--- src/rtl/mem_bus_pkg.sv ---
`default_nettype none
// ============================================================================
//  Module   : mem_bus_pkg
//  Purpose  : Shared types and block geometry for the memory bus arbiter.
//  Revision : 1.0  initial release
// ============================================================================
package mem_bus_pkg;

    localparam int BLK_WORDS = 4;
    localparam int CNT_W     = $clog2(BLK_WORDS);

    typedef enum logic [1:0] {
        IDLE    = 2'd0,
        D_BURST = 2'd1,
        I_BURST = 2'd2
    } bus_state_t;

endpackage
`default_nettype wire

--- src/rtl/mem_bus_arbiter_if.sv ---
`default_nettype none
// ============================================================================
//  Module   : mem_bus_arbiter_if
//  Purpose  : Cache-side and memory-side signals of the memory bus arbiter.
//  Revision : 1.0  initial release
// ============================================================================
interface mem_bus_arbiter_if #(
    parameter int ADDR_W = 32,
    parameter int DATA_W = 32
);
    import mem_bus_pkg::*;

    logic              d_re;
    logic              d_we;
    logic              d_rst_cnt;
    logic [ADDR_W-1:0] d_blk_addr;
    logic [DATA_W-1:0] d_wdata;
    logic [CNT_W-1:0]  d_cnt;
    logic              d_bus_ready;

    logic              i_re;
    logic              i_rst_cnt;
    logic [ADDR_W-1:0] i_blk_addr;
    logic [CNT_W-1:0]  i_cnt;
    logic              i_bus_ready;

    logic [DATA_W-1:0] rdata;
    logic [ADDR_W-1:0] mem_addr;
    logic              mem_re;
    logic              mem_we;
    logic [DATA_W-1:0] mem_wdata;
    logic              mem_ready;
    logic [DATA_W-1:0] mem_rdata;

    // The arbiter owns the memory port, so it is the bus master.
    modport master (
        input  d_re, d_we, d_rst_cnt, d_blk_addr, d_wdata,
        input  i_re, i_rst_cnt, i_blk_addr,
        input  mem_ready, mem_rdata,
        output d_cnt, d_bus_ready, i_cnt, i_bus_ready,
        output rdata, mem_addr, mem_re, mem_we, mem_wdata
    );

    modport slave (
        output d_re, d_we, d_rst_cnt, d_blk_addr, d_wdata,
        output i_re, i_rst_cnt, i_blk_addr,
        output mem_ready, mem_rdata,
        input  d_cnt, d_bus_ready, i_cnt, i_bus_ready,
        input  rdata, mem_addr, mem_re, mem_we, mem_wdata
    );

endinterface
`default_nettype wire

--- src/rtl/mem_bus_arbiter_counter.sv ---
`default_nettype none
// ============================================================================
//  Module   : block_word_counter
//  Purpose  : Word index within a cache block; wraps at BLK_WORDS-1.
//  Revision : 1.0  initial release
// ============================================================================
module block_word_counter
    import mem_bus_pkg::*;
(
    input  logic             clk,
    input  logic             reset,
    input  logic             clr,
    input  logic             inc,
    output logic [CNT_W-1:0] cnt,
    output logic             last
);

    logic [CNT_W-1:0] r_cnt;

    // Clear has priority over increment; BLK_WORDS is a power of two so
    // the natural overflow provides the wrap.
    always_ff @(posedge clk or posedge reset) begin
        if (reset) begin
            r_cnt <= '0;
        end else if (clr) begin
            r_cnt <= '0;
        end else if (inc) begin
            r_cnt <= r_cnt + 1'b1;
        end
    end

    assign cnt  = r_cnt;
    assign last = (r_cnt == CNT_W'(BLK_WORDS - 1));

endmodule
`default_nettype wire

--- src/rtl/mem_bus_arbiter.sv ---
`default_nettype none
// ============================================================================
//  Module   : mem_bus_arbiter
//  Purpose  : Grants the main-memory port to the I- or D-cache for whole
//             block bursts and generates per-word addresses and ready strobes.
//  Revision : 1.0  initial release
// ============================================================================
module mem_bus_arbiter
    import mem_bus_pkg::*;
#(
    parameter int ADDR_W = 32,
    parameter int DATA_W = 32
) (
    input  logic              clk,
    input  logic              reset,
    mem_bus_arbiter_if.master bus
);

    localparam logic [ADDR_W-1:0] C_OFS_MASK = ADDR_W'(BLK_WORDS * 4 - 1);

    bus_state_t        r_state;
    bus_state_t        w_state_nxt;
    logic              r_last_d;
    logic              w_last_d_nxt;

    logic              w_d_req;
    logic              w_d_clr;
    logic              w_i_clr;
    logic              w_d_last;
    logic              w_i_last;
    logic [CNT_W-1:0]  w_d_cnt;
    logic [CNT_W-1:0]  w_i_cnt;
    logic [ADDR_W-1:0] w_d_addr;
    logic [ADDR_W-1:0] w_i_addr;

    logic              w_mem_re;
    logic              w_mem_we;
    logic [ADDR_W-1:0] w_addr;
    logic [DATA_W-1:0] w_wdata;
    logic              w_d_rdy;
    logic              w_i_rdy;

    assign w_d_req = bus.d_re | bus.d_we;

    // A requester withdrawing mid-burst aborts it and rewinds its counter.
    assign w_d_clr = bus.d_rst_cnt | ((r_state == D_BURST) & ~w_d_req);
    assign w_i_clr = bus.i_rst_cnt | ((r_state == I_BURST) & ~bus.i_re);

    block_word_counter u_d_cnt (
        .clk   (clk),
        .reset (reset),
        .clr   (w_d_clr),
        .inc   (w_d_rdy),
        .cnt   (w_d_cnt),
        .last  (w_d_last)
    );

    block_word_counter u_i_cnt (
        .clk   (clk),
        .reset (reset),
        .clr   (w_i_clr),
        .inc   (w_i_rdy),
        .cnt   (w_i_cnt),
        .last  (w_i_last)
    );

    assign w_d_addr = (bus.d_blk_addr & ~C_OFS_MASK) | ADDR_W'({w_d_cnt, 2'b00});
    assign w_i_addr = (bus.i_blk_addr & ~C_OFS_MASK) | ADDR_W'({w_i_cnt, 2'b00});

    always_ff @(posedge clk or posedge reset) begin
        if (reset) begin
            r_state  <= IDLE;
            r_last_d <= 1'b0;
        end else begin
            r_state  <= w_state_nxt;
            r_last_d <= w_last_d_nxt;
        end
    end

    always_comb begin
        w_state_nxt  = r_state;
        w_last_d_nxt = r_last_d;
        w_mem_re     = 1'b0;
        w_mem_we     = 1'b0;
        w_addr       = '0;
        w_wdata      = '0;
        w_d_rdy      = 1'b0;
        w_i_rdy      = 1'b0;

        case (r_state)
            IDLE: begin
                // On contention the side that did not own the last burst wins.
                if (w_d_req && (!bus.i_re || !r_last_d)) begin
                    w_state_nxt = D_BURST;
                end else if (bus.i_re) begin
                    w_state_nxt = I_BURST;
                end
            end

            D_BURST: begin
                w_addr = w_d_addr;
                if (!w_d_req) begin
                    w_state_nxt = IDLE;
                end else begin
                    w_mem_we = bus.d_we;
                    w_mem_re = bus.d_re & ~bus.d_we;
                    w_d_rdy  = bus.mem_ready;
                    if (bus.d_we) begin
                        w_wdata = bus.d_wdata;
                    end
                    if (bus.mem_ready && w_d_last) begin
                        w_state_nxt  = IDLE;
                        w_last_d_nxt = 1'b1;
                    end
                end
            end

            I_BURST: begin
                w_addr = w_i_addr;
                if (!bus.i_re) begin
                    w_state_nxt = IDLE;
                end else begin
                    w_mem_re = 1'b1;
                    w_i_rdy  = bus.mem_ready;
                    if (bus.mem_ready && w_i_last) begin
                        w_state_nxt  = IDLE;
                        w_last_d_nxt = 1'b0;
                    end
                end
            end

            default: begin
                w_state_nxt = IDLE;
            end
        endcase
    end

    assign bus.d_cnt       = w_d_cnt;
    assign bus.i_cnt       = w_i_cnt;
    assign bus.d_bus_ready = w_d_rdy;
    assign bus.i_bus_ready = w_i_rdy;
    assign bus.mem_re      = w_mem_re;
    assign bus.mem_we      = w_mem_we;
    assign bus.mem_addr    = w_addr;
    assign bus.mem_wdata   = w_wdata;
    assign bus.rdata       = bus.mem_rdata;

endmodule
`default_nettype wire

--- src/flat_wrapper.sv ---
// flat-port wrapper written by rule: the top's interface ports become plain ports
module mem_bus_arbiter_flat import mem_bus_pkg::*;
#(
    parameter int ADDR_W = 32,
    parameter int DATA_W = 32
)
  (clk, reset, bus_d_re, bus_d_we, bus_d_rst_cnt, bus_d_blk_addr, bus_d_wdata, bus_i_re, bus_i_rst_cnt, bus_i_blk_addr, bus_mem_ready, bus_mem_rdata, bus_d_cnt, bus_d_bus_ready, bus_i_cnt, bus_i_bus_ready, bus_rdata, bus_mem_addr, bus_mem_re, bus_mem_we, bus_mem_wdata);
  mem_bus_arbiter_if #(.ADDR_W(ADDR_W), .DATA_W(DATA_W)) bus_i ();
  input  logic clk;
  input  logic reset;
  input wire logic [$bits(bus_i.d_re)-1:0] bus_d_re;
  input wire logic [$bits(bus_i.d_we)-1:0] bus_d_we;
  input wire logic [$bits(bus_i.d_rst_cnt)-1:0] bus_d_rst_cnt;
  input wire logic [$bits(bus_i.d_blk_addr)-1:0] bus_d_blk_addr;
  input wire logic [$bits(bus_i.d_wdata)-1:0] bus_d_wdata;
  input wire logic [$bits(bus_i.i_re)-1:0] bus_i_re;
  input wire logic [$bits(bus_i.i_rst_cnt)-1:0] bus_i_rst_cnt;
  input wire logic [$bits(bus_i.i_blk_addr)-1:0] bus_i_blk_addr;
  input wire logic [$bits(bus_i.mem_ready)-1:0] bus_mem_ready;
  input wire logic [$bits(bus_i.mem_rdata)-1:0] bus_mem_rdata;
  output wire logic [$bits(bus_i.d_cnt)-1:0] bus_d_cnt;
  output wire logic [$bits(bus_i.d_bus_ready)-1:0] bus_d_bus_ready;
  output wire logic [$bits(bus_i.i_cnt)-1:0] bus_i_cnt;
  output wire logic [$bits(bus_i.i_bus_ready)-1:0] bus_i_bus_ready;
  output wire logic [$bits(bus_i.rdata)-1:0] bus_rdata;
  output wire logic [$bits(bus_i.mem_addr)-1:0] bus_mem_addr;
  output wire logic [$bits(bus_i.mem_re)-1:0] bus_mem_re;
  output wire logic [$bits(bus_i.mem_we)-1:0] bus_mem_we;
  output wire logic [$bits(bus_i.mem_wdata)-1:0] bus_mem_wdata;
  assign bus_i.d_re = bus_d_re;
  assign bus_i.d_we = bus_d_we;
  assign bus_i.d_rst_cnt = bus_d_rst_cnt;
  assign bus_i.d_blk_addr = bus_d_blk_addr;
  assign bus_i.d_wdata = bus_d_wdata;
  assign bus_i.i_re = bus_i_re;
  assign bus_i.i_rst_cnt = bus_i_rst_cnt;
  assign bus_i.i_blk_addr = bus_i_blk_addr;
  assign bus_i.mem_ready = bus_mem_ready;
  assign bus_i.mem_rdata = bus_mem_rdata;
  assign bus_d_cnt = bus_i.d_cnt;
  assign bus_d_bus_ready = bus_i.d_bus_ready;
  assign bus_i_cnt = bus_i.i_cnt;
  assign bus_i_bus_ready = bus_i.i_bus_ready;
  assign bus_rdata = bus_i.rdata;
  assign bus_mem_addr = bus_i.mem_addr;
  assign bus_mem_re = bus_i.mem_re;
  assign bus_mem_we = bus_i.mem_we;
  assign bus_mem_wdata = bus_i.mem_wdata;
  mem_bus_arbiter #(.ADDR_W(ADDR_W), .DATA_W(DATA_W)) u_core (.clk(clk), .reset(reset), .bus(bus_i));
endmodule
--- config.mk ---
export PLATFORM = sky130hd
export DESIGN_NAME = mem_bus_arbiter_flat
export DESIGN_NICKNAME = d
export VERILOG_FILES = /design/src/rtl/mem_bus_pkg.sv /design/src/rtl/mem_bus_arbiter_if.sv /design/src/rtl/mem_bus_arbiter_counter.sv /design/src/rtl/mem_bus_arbiter.sv /design/src/flat_wrapper.sv
export SDC_FILE = /design/constraint.sdc
export NUM_CORES = 1
export LEC_CHECK = 0
export ABC_CLOCK_PERIOD_IN_PS = 1700
export CORE_AREA = 2 2 94 96
export DETAILED_ROUTE_END_ITERATION = 6
export DIE_AREA = 0 0 96 98
export GPL_ROUTABILITY_DRIVEN = 0
export MAX_ROUTING_LAYER = met4
export PLACE_DENSITY = 0.69
export SYNTH_ARGS = -nofsm -noshare
export SYNTH_HDL_FRONTEND = slang
export SYNTH_HIERARCHICAL = 1
export SYNTH_SLANG_ARGS = --single-unit
--- constraint.sdc ---
create_clock -name clk -period 1.7 [get_ports clk]
set_input_delay 0.425 -clock clk [delete_from_list [all_inputs] [get_ports clk]]
set_output_delay 0.425 -clock clk [all_outputs]
set_load 0.005 [all_outputs]
# Word-level counts from Yosys, hierarchy flattened
# Cells that the tools add are included.
# totals
register_bits,7
inputBits,136
word_cells,69
# op_classes
addsub,2
n_eq_ne,11
muxes,29
bitwise,11
n_reduce_logical,12
# ops
op,n
two-way mux 32 bit,3
bitwise OR 32 x 4 -> 32 bit,2
case mux 32 bit (2 select lines),1
two-way mux 2 bit,10
two-way mux 1 bit,12
"equality test 2 bit, second input constant",3
"!= test 2 bit, second input constant",3
"!= test 3 bit, second input constant",2
case mux 2 bit (3 select lines),1
nonzero test 2 bit,3
AND reduction 5 bit,1
"adder 2 x 1 -> 2 bit, second input constant",2
case mux 1 bit (2 select lines),2
AND 1 bit,3
logical AND 1 bit,3
"!= test 3 x 2 -> 1 bit, second input constant",1
NOT 1 bit,3
bitwise OR 1 bit,3
AND reduction 3 bit,1
"equality test 2 x 1 -> 1 bit, second input constant",1
logical NOT 1 bit,2
logical NOT 2 bit,1
"!= test 2 x 1 -> 1 bit, second input constant",1
logical OR 1 bit,1

# Longest topological paths before layout
# logic_depth
ltp_word,5
depth_mapped,7
mapped_depth_nobuf,6

# By module
# The synthesis kept the hierarchy.
# modules_own_cells
module,instances,cells_per_inst,area_each_um2,seq_area_each_um2
mem_bus_arbiter,1,181,1266.2,75.1
block_word_counter,2,8,92.6,50.0

# Worst setup path after synthesis
# Ideal clock, no wire load.
# synth_path
path_kind,reg2out
start,register u_core.r_state[1]
end,output bus_mem_addr[10]
arrival_ns,1.275
setup_slack_ns,0.000
stages_incl_launch_ff,7
n_path_buf,2
cell_sequence,dfrtp_1 > inv_1 > ha_1 > buf_2 > clkbuf_1 > a22oi_1 > nor2b_1
# synth_between
elab_chain_cells,2
# synth_lines
item,line,text
"start, declared",mem_bus_arbiter.sv:21,bus_state_t r_state;
"start signal, assigned",mem_bus_arbiter.sv:75,r_state <= w_state_nxt;
equality test 2 bit / equality test 2 x 1 -> 1 bit (equally long branches),mem_bus_arbiter.sv:90,case (r_state)
case mux 32 bit (2 select lines) (*),mem_bus_arbiter.sv:90,
"end, declared",flat_wrapper.sv:26,output wire logic [$bits(bus_i.mem_addr)-1:0] bus_mem_addr;
# Mark *: on every way between the ends. The rest lies on a longest branch, timed or not.

# Worst setup path after layout
# layout_path
start,register u_core.r_state[1]
end,output bus_mem_wdata[17]
# layout_between
elab_chain_cells,2
# layout_lines
item,line,text
equality test 2 x 1 -> 1 bit,mem_bus_arbiter.sv:90,
two-way mux 32 bit,mem_bus_arbiter.sv:90,
"end, declared",flat_wrapper.sv:29,output wire logic [$bits(bus_i.mem_wdata)-1:0] bus_mem_wdata;
# Every way passes these cells.

==> results.md <==
- CP startpoint kind: flop
- Die Y-Extent: 98 um
- Power per standard cell area: 1200 nW/um^2
- Ys flop type: dfrtp_1
- Setup_tns: -16.20 ns
- # nets final: 519
- Via count: 2113
- Clock Skews: 0.00491 ns
- Met2 wire length: 4360 um
- Fin crit period: 2.05 ns
- Sequential share of the synthesized area: 12.1%
- Drt drc: 0
- Area delta synth->final: 176%
- Root Driver: clkbuf_8
- Yosys top cell area share: 17.6%
- Top Layer Used: met4
- Slowest stage cell, crit path: dfrtp_1
- Slew Limit Fails: 0
- DP HPWL: 5000 um
- Final Hold Fails: 0
- Synth Area in Adders: 6.03%
- Maxcap violations: 0
- Gr usage total: 14.8%
- Failing checks: setup timing
- Leakage: 1.71 nW
- Post-synth cell types: 32
- Hold Path Class: in2async
- Post-Syn Area: 1450 um^2
- Crit-path cells: inv_4 -> buf_6 -> ha_4 -> buf_12 -> buf_16 -> buf_6 -> and3_4 -> buf_6
- Worst VDD drop: 0.605 mV
- P_int: 3.05 mW
- DR iter-0 viols: 36
- Comb pwr share: 90.0%
- Clk sinks: 7
- Num ports: 240
- Via/cell ratio: 4.37
- DR pass1 iterations: 4
- Reg power frac: 5.2%
- Yosys reg bits: 7
- Post-synth EDFFs: 0
- Critical path arrival: 1.62 ns
- Max FO, Critical Path: 7
- Share of cells above drive strength 1: 55.2%
- Synthesized netlist cell count: 197
- Final WS setup: -0.348 ns
- Starting Density: 17.1%
- Hold-fix buffers, CTS: 0
- Wire per inst: 16.1 um
- Synth area leader: buf_4
- RSZ-0062 raised after global routing: true
- Main combinational cell family by area after synthesis: simple AND/OR/NAND/NOR gates
- Status: complete, but fails checks
- Die area: 9410 um^2
- Number of global-route vias before repair: 2172
- NetSw: 1.74 mW
- Required time at the worst-slack endpoint: 1.27 ns
- Antenna violations before repair: 0
- Wire length on met1: 2750 um
- CTS tree: yes
- First-pass GRT wire length: 10900 um
- Count leader, synth: buf_4
- Max incr delay on CP: 0.39 ns
- Clock-pin slew on the worst setup and hold paths: 0.04 ns
- Sw frac: 36.3%
- Cell mode on critical path: buf_6
- Die extent in x: 96 um
- Num CTS Buffers: 3
- Met3 wire len: 560 um
- # fillers: 795
- Port Buffer Count: 165
- Clock network power share: 4.8%
- Period utilisation layout: 120%
- Synth area leaders: buf_4 18%, a22oi_1 16%, and3_1 14%
- Final ANT Viol Nets: 0
- Overflow after GRT: 0
- Mux cell area share after synthesis: 1.38%
- Post-synth ARST share: 100%
- Routed WL: 7780 um
- Tot Pwr: 4.78 mW
- Rows: 34
- Synthesized area per cell: 7.37 um^2
- Number of diodes: 0
- Crit Path Category: reg2out
- Synth Area in Compound Gates: 23.4%
- Clock Path Buffers: 2
- Pre-CTS WS: -0.596 ns
- YS warnings: 6
- Post-synth top cells: 34 x buf_4, 33 x and3_1, 30 x a22oi_1, 30 x nor2b_1, 12 x clkbuf_1
- Largest net degree at the start of global routing: 21
- Fmax: 488 MHz
- H-tree depth: 1
- Final setup viols: 68
- Synth Area in Simple Gates: 31.1%
- Worst skew pair latency: 0.22 ns
- Area of the core: 8470 um^2
- Xor/xnor share of the synthesized area: 1.21%
- CP endpoint kind: output pin
## path summary, 6_finish.rpt
check | start | to | slack [ns] | cells past startpoint
min reg2reg | u_core/u_d_cnt/cnt[1] | u_core/u_d_cnt/cnt[1] | 0.61 | 2
min | reset | u_core/u_d_cnt/cnt[1] | 0.42 | 2
max reg2reg | u_core/r_state[1] | u_core/r_last_d | -0.17 | 10
max in group asynchronous | reset | u_core/r_state[0] | 1.12 | 2
max | u_core/r_state[1] | bus_mem_wdata[17] | -0.35 | 8
min in group clk | u_core/u_d_cnt/cnt[1] | u_core/u_d_cnt/cnt[1] | 0.61 | 2
## per-layer routing
layer | global-route usage, % | vias to the layer above
met5 | - | -
met4 | 1.76 | 0
met3 | 2.62 | 12
met2 | 28.6 | 79
met1 | 15.7 | 1000
li1 | - | 1022
## cells in the final DEF (no fill, tap or decap), drive strengths merged
| master | count |
|---|---|
| a21boi | 2 |
| clkdlybuf4s50 | 97 |
| mux2i | 2 |
| o41ai | 1 |
| a21oi | 1 |
| nand2 | 5 |
| dlygate4sd2 | 1 |
| clkinv | 1 |
| a21o | 2 |
| o31ai | 1 |
| a32o | 1 |
| clkbuf | 11 |
| nand3b | 1 |
| inv | 6 |
| a21bo | 1 |
| a22o | 1 |
| xnor2 | 2 |
| o21ai | 2 |
| conb | 2 |
| a22oi | 30 |
| a2bb2oi | 1 |
| nor2 | 6 |
| and2 | 1 |
| and3 | 33 |
| ha | 7 |
| a32oi | 1 |
| nor2b | 30 |
| dfrtp | 7 |
| buf | 118 |
| dlymetal6s2s | 1 |
## final cells by class
cell class | instances | area, um^2 | share of cell area, %
Multi-Input combinational cell | 133 | 1350 | 33.8
Timing Repair Buffer | 224 | 2260 | 56.6
Sequential cell | 7 | 175 | 4.38
Clock buffer | 4 | 45.0 | 1.13
Tap cell | 108 | 135 | 3.38
Inverter | 7 | 28.8 | 0.719
## state kept, by name (all words and copies together), names as in the netlist
signal	cells
u_core/r_state	2
u_core/u_d_cnt/cnt	2
u_core/u_i_cnt/cnt	2
u_core/r_last_d	1
## cell families (layout without fill, tap and decap cells)
kind of cell	count (synthesis)	after routing
xor gates and xnor gates	2	2
and+or+nand+nor	76	76
DFF	7	7
other	1	2
muxes	2	2
AOI/OAI and AO/OA	44	44
buffers and inverters	58	235
adders and majority gates	7	7
## worst max-delay path, delay by kind of cell (launching register included)
| kind | cells | cell delay (ns) |
|---|---|---|
| buffers and inverters | 6 | 0.65 |
| and+or+nand+nor | 1 | 0.16 |
| DFF | 1 | 0.39 |
| adders and majority gates | 1 | 0.18 |
## power by group through the flow
stage	sequential [mW]	clock [mW]	combinational, mW
final	0.248	0.230	4.31
after global routing	0.253	0.245	4.60
after CTS	0.246	0.237	4.17
after detailed placement	0.237	0	2.63
after global placement	0.236	0	2.60
after floorplan	0.243	0	1.22
## per-stage QoR
step                      utilization, %  hold slack, ns  instance area [um^2]  cells
final                               47.3           0.423                  4000    483
after global routing                47.3           0.454                  4000    483
after CTS                           45.9           0.425                  3890    482
after detailed placement            37.2           0.591                  3150    447
after global placement              37.2           0.581                  3150    447
after floorplan                        -           0.166                  1460    198
## repair_timing
action                     in CTS  in global routing
resized for setup             353                 60
pin swaps                      18                 29
setup buffers                  26                  6
cloned                          8                  1
setup endpoints to repair      66                 70
No activity file was read; power rests on OpenSTA's default activity.
